==> config.mk <==
export PLATFORM = sky130hd
export DESIGN_NAME = mem_stage
export DESIGN_NICKNAME = d
export VERILOG_FILES = /design/src/rtl/mem_stage.sv
export SDC_FILE = /design/constraint.sdc
export NUM_CORES = 1
export LEC_CHECK = 0
export ABC_AREA = 1
export ABC_CLOCK_PERIOD_IN_PS = 11540
export CAP_MARGIN = 25
export CORE_MARGIN = 2
export CORE_UTILIZATION = 46
export CTS_CLUSTER_SIZE = 12
export DETAILED_ROUTE_END_ITERATION = 10
export PLACE_DENSITY = 0.92
export SLEW_MARGIN = 20
export SYNTH_ARGS = -nofsm -noshare
export SYNTH_HDL_FRONTEND = slang
export SYNTH_SLANG_ARGS = --single-unit
export TNS_END_PERCENT = 10
==> constraint.sdc <==
create_clock -name clk -period 11.54 [get_ports clk]
set_input_delay 2.885 -clock clk [delete_from_list [all_inputs] [get_ports clk]]
set_output_delay 2.885 -clock clk [all_outputs]
set_load 0.02 [all_outputs]
==> src/rtl/mem_stage.sv <==
// Y86 memory stage: performs the data-memory access an instruction needs over a
// req/ack bus and hands a registered result bundle to write-back.
module mem_stage #(
    parameter int          TIMEOUT = 16,
    parameter logic [7:0]  RNONE   = 8'h0F
) (
    input  logic        clk,
    input  logic        rst,
    input  logic        in_valid,
    output logic        in_ready,
    input  logic [7:0]  icode_i,
    input  logic [31:0] valE_i,
    input  logic [31:0] valA_i,
    input  logic [31:0] valP_i,
    input  logic [7:0]  dstE_i,
    input  logic [7:0]  dstM_i,
    output logic        mem_req,
    output logic        mem_we,
    output logic [31:0] mem_addr,
    output logic [31:0] mem_wdata,
    input  logic        mem_ack,
    input  logic        mem_err,
    input  logic [31:0] mem_rdata,
    output logic        out_valid,
    input  logic        out_ready,
    output logic [31:0] valE_o,
    output logic [31:0] valM_o,
    output logic [7:0]  dstE_o,
    output logic [7:0]  dstM_o,
    output logic [1:0]  stat_o,
    output logic        halted
);

    localparam int CW = (TIMEOUT > 1) ? $clog2(TIMEOUT) : 1;

    localparam logic [1:0] STAT_AOK = 2'd0;
    localparam logic [1:0] STAT_HLT = 2'd1;
    localparam logic [1:0] STAT_ADR = 2'd2;

    typedef enum logic {
        IDLE,
        ACCESS
    } state_t;

    state_t        state;
    logic [CW-1:0] count;
    logic          is_read;
    logic [31:0]   valE_lat;
    logic [7:0]    dstE_lat;
    logic [7:0]    dstM_lat;

    logic          dec_write;
    logic          dec_read;
    logic [31:0]   dec_addr;
    logic [31:0]   dec_wdata;
    logic          transfer;
    logic          timeout_hit;

    always_comb begin
        dec_write = 1'b0;
        dec_read  = 1'b0;
        dec_addr  = valE_i;
        dec_wdata = valA_i;
        case (icode_i)
            8'h4, 8'hA: dec_write = 1'b1;
            8'h8: begin
                dec_write = 1'b1;
                dec_wdata = valP_i;
            end
            8'h5: dec_read = 1'b1;
            8'h9, 8'hB: begin
                dec_read = 1'b1;
                dec_addr = valA_i;
            end
            default: ;
        endcase
    end

    // Accept only when idle and the output slot is empty or draining this cycle,
    // so a finishing access always finds the slot free.
    assign in_ready    = !rst && (state == IDLE) && !halted && (!out_valid || out_ready);
    assign transfer    = in_valid && in_ready;
    assign timeout_hit = (count == CW'(TIMEOUT - 1));

    always_ff @(posedge clk or posedge rst) begin
        if (rst) begin
            state     <= IDLE;
            count     <= '0;
            is_read   <= 1'b0;
            valE_lat  <= '0;
            dstE_lat  <= RNONE;
            dstM_lat  <= RNONE;
            mem_req   <= 1'b0;
            mem_we    <= 1'b0;
            mem_addr  <= '0;
            mem_wdata <= '0;
            out_valid <= 1'b0;
            valE_o    <= '0;
            valM_o    <= '0;
            dstE_o    <= RNONE;
            dstM_o    <= RNONE;
            stat_o    <= STAT_AOK;
            halted    <= 1'b0;
        end else begin
            if (out_valid && out_ready) begin
                out_valid <= 1'b0;
            end
            case (state)
                IDLE: begin
                    if (transfer) begin
                        if (dec_write || dec_read) begin
                            state     <= ACCESS;
                            count     <= '0;
                            is_read   <= dec_read;
                            valE_lat  <= valE_i;
                            dstE_lat  <= dstE_i;
                            dstM_lat  <= dstM_i;
                            mem_req   <= 1'b1;
                            mem_we    <= dec_write;
                            mem_addr  <= dec_addr;
                            mem_wdata <= dec_wdata;
                        end else begin
                            out_valid <= 1'b1;
                            valE_o    <= valE_i;
                            valM_o    <= '0;
                            dstE_o    <= dstE_i;
                            dstM_o    <= dstM_i;
                            if (icode_i == 8'h0) begin
                                stat_o <= STAT_HLT;
                                halted <= 1'b1;
                            end else begin
                                stat_o <= STAT_AOK;
                            end
                        end
                    end
                end
                ACCESS: begin
                    // A good ack takes priority over a timeout reached in the same cycle.
                    if (mem_ack && !mem_err) begin
                        state     <= IDLE;
                        mem_req   <= 1'b0;
                        out_valid <= 1'b1;
                        valE_o    <= valE_lat;
                        valM_o    <= is_read ? mem_rdata : 32'h0;
                        dstE_o    <= dstE_lat;
                        dstM_o    <= dstM_lat;
                        stat_o    <= STAT_AOK;
                    end else if (mem_ack || timeout_hit) begin
                        state     <= IDLE;
                        mem_req   <= 1'b0;
                        out_valid <= 1'b1;
                        valE_o    <= valE_lat;
                        valM_o    <= '0;
                        dstE_o    <= RNONE;
                        dstM_o    <= RNONE;
                        stat_o    <= STAT_ADR;
                        halted    <= 1'b1;
                    end else begin
                        count <= count + 1'b1;
                    end
                end
                default: state <= IDLE;
            endcase
        end
    end

endmodule
After elaboration in Yosys (flattened, before gate mapping)
Cells that the tools add are included.

operators by class
  $add $sub $neg = 1
  equality and inequality tests = 15
  mux-type cells = 57
  bitwise logic cells = 1
  reductions and logical operators = 22

operator list
  cell                   count
  $mux W32               11
  $pmux W32 S2           2
  $mux W8                7
  $eq A8 B4 Y1 const B   4
  $pmux W8 S2            2
  $mux W1                21
  $eq A8 B3 Y1 const B   2
  $mux W4                4
  $reduce_and A3 Y1      3
  $logic_not A8 Y1       1
  $mux W2                4
  $ne A2 B2 Y1 const B   4
  $pmux W1 S2            4
  $pmux W4 S2            1
  $logic_and A1 B1 Y1    6
  $ne A2 B1 Y1 const B   3
  $reduce_or A3 Y1       2
  $reduce_and A5 Y1      1
  $add A4 B1 Y4 const B  1
  $eq A4 B4 Y1 const B   1
  $logic_not A1 Y1       4
  $pmux W2 S2            1
  $reduce_and A4 Y1      1
  $logic_or A1 B1 Y1     3
  other kinds (3)        3

word-level totals
  register bits = 204
  input port bits = 158
  output and inout port bits = 151
  logic and storage cells = 113

Depth between registers and ports, before layout
  word-level depth = 7
  depth in mapped cells = 11
  depth with buffers taken out = 10

Worst setup path before layout
Ideal clock, no wire load.

  kind = in2out
  start point = input port rst
  end point = output port in_ready
  data arrival time = 7,935 ps
  slack = 720 ps
  stages on the path = 3
  path buffers = 0
  path through = inv_1 -> nand3_1 -> nor2_1

between the ends
  cells in the longest elaborated chain, start to end = 4

RTL lines
  what                              RTL line  text
  from (decl)                       8         input logic rst,
  $logic_not A1 Y1 (no line)        -
  $logic_and A1 B1 Y1 (3 in a row)  81        assign in_ready = !rst && (state == IDLE) && !halted && (!out_valid || out_ready);
  to (decl)                         10        output logic in_ready,

Every way passes these cells.

Final worst setup path
Same ends and word-level chain as after synthesis.

==> results.tsv <==
metric	value	unit
synthTopCellsByArea	dfrtp_1, nand2_1, nand3_1	
synth_edf_count	0	
rsz0062_at_grt	no	
die_w	146	µm
drc	0	
synth_nets	1329	
skew	0.0127	ns
finalHoldViolCount	0	
top_usage_layer	met2	
p_sw_frac	0.216	
ant_nets	0	
gp_congestion	0.896	
drtIter0Drc	482	
register_area	5130	µm²
numCtsBuffers	22	
power_frac_seq	0.473	
vias_per_cell	5.13	
crit_path_start_kind	input port	
cp_max_fo	66	
antenna_found_initial	4	
path_cells	clkdlybuf4s50_1 > inv_8 > nand3_1 > nor2_1 > clkdlybuf4s50_1	
arrival	4.66	ns
core_area	20100	µm²
io_pins	309	
grt_pass1_wl	44600	µm
cpLargestDelayFamily	buffers and inverters	
grt_pass1_vias	8480	
rows	52	
start_util	0.464	
clkPwrFrac	0.455	
ys.warnings.count	0	
nFillCells	1581	
portBuffers	308	
design_area	13200	µm²
ir_drop	0.0787	mV
syn-cell-area	9330	µm²
syn_to_final_growth	41.5	%
status	finished clean	
post_dp_cell_area	12500	µm²
maxCapViolations	0	
multiInputGateArea	3510	µm²
dpl.hpwl	18600	µm
fin_crit	7.54	ns
max_freq	133	MHz
use_met1	0.338	
critPathBufInv	3	
post-synth-top-count-cell	nand2_1	
wl	28100	µm
seq_area_frac_synth	0.549	
grt_max_degree	111	
clk_pin_slew	0.06	ns
setup_viol	0	
r2r_setup_slack	8.91	ns
synth.distinct_cells	26	
power_density	115	nW/µm²
clock-sinks	204	
synthArstFlopShare	1.00	
grt_use_met2	0.423	
hold_class	flop to flop	
via_count	8845	
path_common_cell	clkdlybuf4s50_1	
ys.flop_type	dfrtp_1	
slew_viol_final	0	
dp_slack	3.99	ns
setup_tns	0	ns
die_y	146	µm
synth_cells	1170	
combPwrFrac	0.072	
p_int	1.19	mW
p_leak	6.35	nW
cts-root-buf	clkbuf_16	
cts-htree-levels	1	
met3_usage	0.0488	
switchingPower	329	µW
cts_hold_buf	0	
endpoint_kind	output pin	
yosys.area.top_type	dfrtp_1	
clockBufferDepth	3	
syn_avg_cell_area	7.98	µm²
routedWlPerCell	16.3	µm
crit_type	input port to output pin	
fin_crit_sh	0.654	
nNetsFinal	1594	
drt-pass1-iter-count	5	
post_cts_buffers	0	
synth_commonest_cells	nand2_1, dfrtp_1, nand3_1, o21ai_0, o21ai_1	
cts_tree	done	
clkLatencyLatePin	0.50	ns
max_stage_delay	0.61	ns
tightestPinTransition	0.930	ns
gr-total-overflow	0	
synth_top_area_share	0.504	
slew-limit-headroom	0.380	
postCtsResizedCells	0	
synth_seq_cells	204	
required	8.66	ns
setup_ws	4.00	ns
drive_above_1_share	0.0511	
grtUsageTotal	0.256	
dieArea	21400	µm²
slowest_stage	clkdlybuf4s50_1	
-- routing by layer --
layer | share of wire | wire length (µm) | vias to the layer above
met5 | 0 | 0 | -
met4 | 0.032 | 890 | 0
met3 | 0.081 | 2280 | 61
met2 | 0.48 | 13500 | 375
met1 | 0.40 | 11400 | 4136
li1 | - | - | 4273
-- tightest hold or removal path, delay by kind of cell, from the launching register on --
kind	cells	cell delay [ns]
AOI/OAI and AO/OA	1	0.05
DFF	1	0.37
and+or+nand+nor	1	0.05
-- kinds of logic (layout without fill, tap and decap cells) --
family,count (synthesis),count (layout),share of synthesized area
other,0,4,0
AND/OR/NAND/NOR,620,620,0.271
AO/OA/AOI/OAI,184,184,0.0991
adder cells (fa/ha/maj),1,1,0.00134
XOR/XNOR,1,1,0.000939
flip-flops,204,204,0.549
buffers and inverters,160,439,0.0786
-- per-stage QoR --
| stage | cells | hold WS (ns) | util | total power [mW] |
|---|---|---|---|---|
| after floorplan | 1170 | 0.451 | - | 0.767 |
| after global placement | 1677 | 0.461 | 0.618 | 0.837 |
| after detailed placement | 1680 | 0.464 | 0.620 | 0.838 |
| after CTS | 1718 | 0.474 | 0.655 | 1.53 |
| after global routing | 1722 | 0.503 | 0.657 | 1.57 |
| final | 1723 | 0.474 | 0.657 | 1.52 |
-- area by class of cell --
type	instances	share of cell area
inverters	81	0.0236
well taps	270	0.0256
flip-flops and latches	204	0.388
repair buffers	320	0.243
multi-input cells	806	0.266
diodes	4	0.000758
clock inverters	4	0.00341
clock buffers	34	0.0497
-- worst paths after layout --
path | from | end | cells after the start
worst max-delay path | rst | in_ready | 5
worst min-delay path | dstE_lat[2] | dstE_lat[2] | 2
worst max register to register | out_valid | valE_lat[27] | 8
worst min register to register | dstE_lat[2] | dstE_lat[2] | 2
max in group asynchronous | rst | mem_wdata[0] | 3
min in group asynchronous | rst | count[3] | 2
-- power groups by stage --
stage	registers, mW	clock network, mW	logic [mW]
global route	0.718	0.735	0.120
global placement	0.731	0	0.106
finish	0.718	0.691	0.109
detailed placement	0.731	0	0.107
floorplan	0.733	0	0.0342
CTS	0.718	0.703	0.108
-- state kept, by name, indices dropped and copies added, names as in the netlist --
signal / cells
mem_we: 1
valE_o: 32
stat_o: 2
valE_lat: 32
dstM_lat: 8
halted: 1
dstE_lat: 8
count: 4
mem_addr: 32
is_read: 1
state: 1
valM_o: 32
mem_wdata: 32
out_valid: 1
dstM_o: 8
mem_req: 1
dstE_o: 8
-- cells in the final DEF, fill, tap and decap left out, types with 2 or more instances in the layout --
master and count:
diode_2 4, dfstp_2 16, nand2_2 2, o21ai_0 92, clkbuf_1 7, o21ai_1 82
inv_1 75, a21oi_1 9, inv_2 5, nand3_1 137, clkdlybuf4s50_1 308, buf_4 9
nand2_1 449, dfrtp_1 187, nor2_1 23, clkinv_2 3, clkbuf_8 4, clkbuf_16 23
Note: power is estimated with default switching activity, not from simulation.
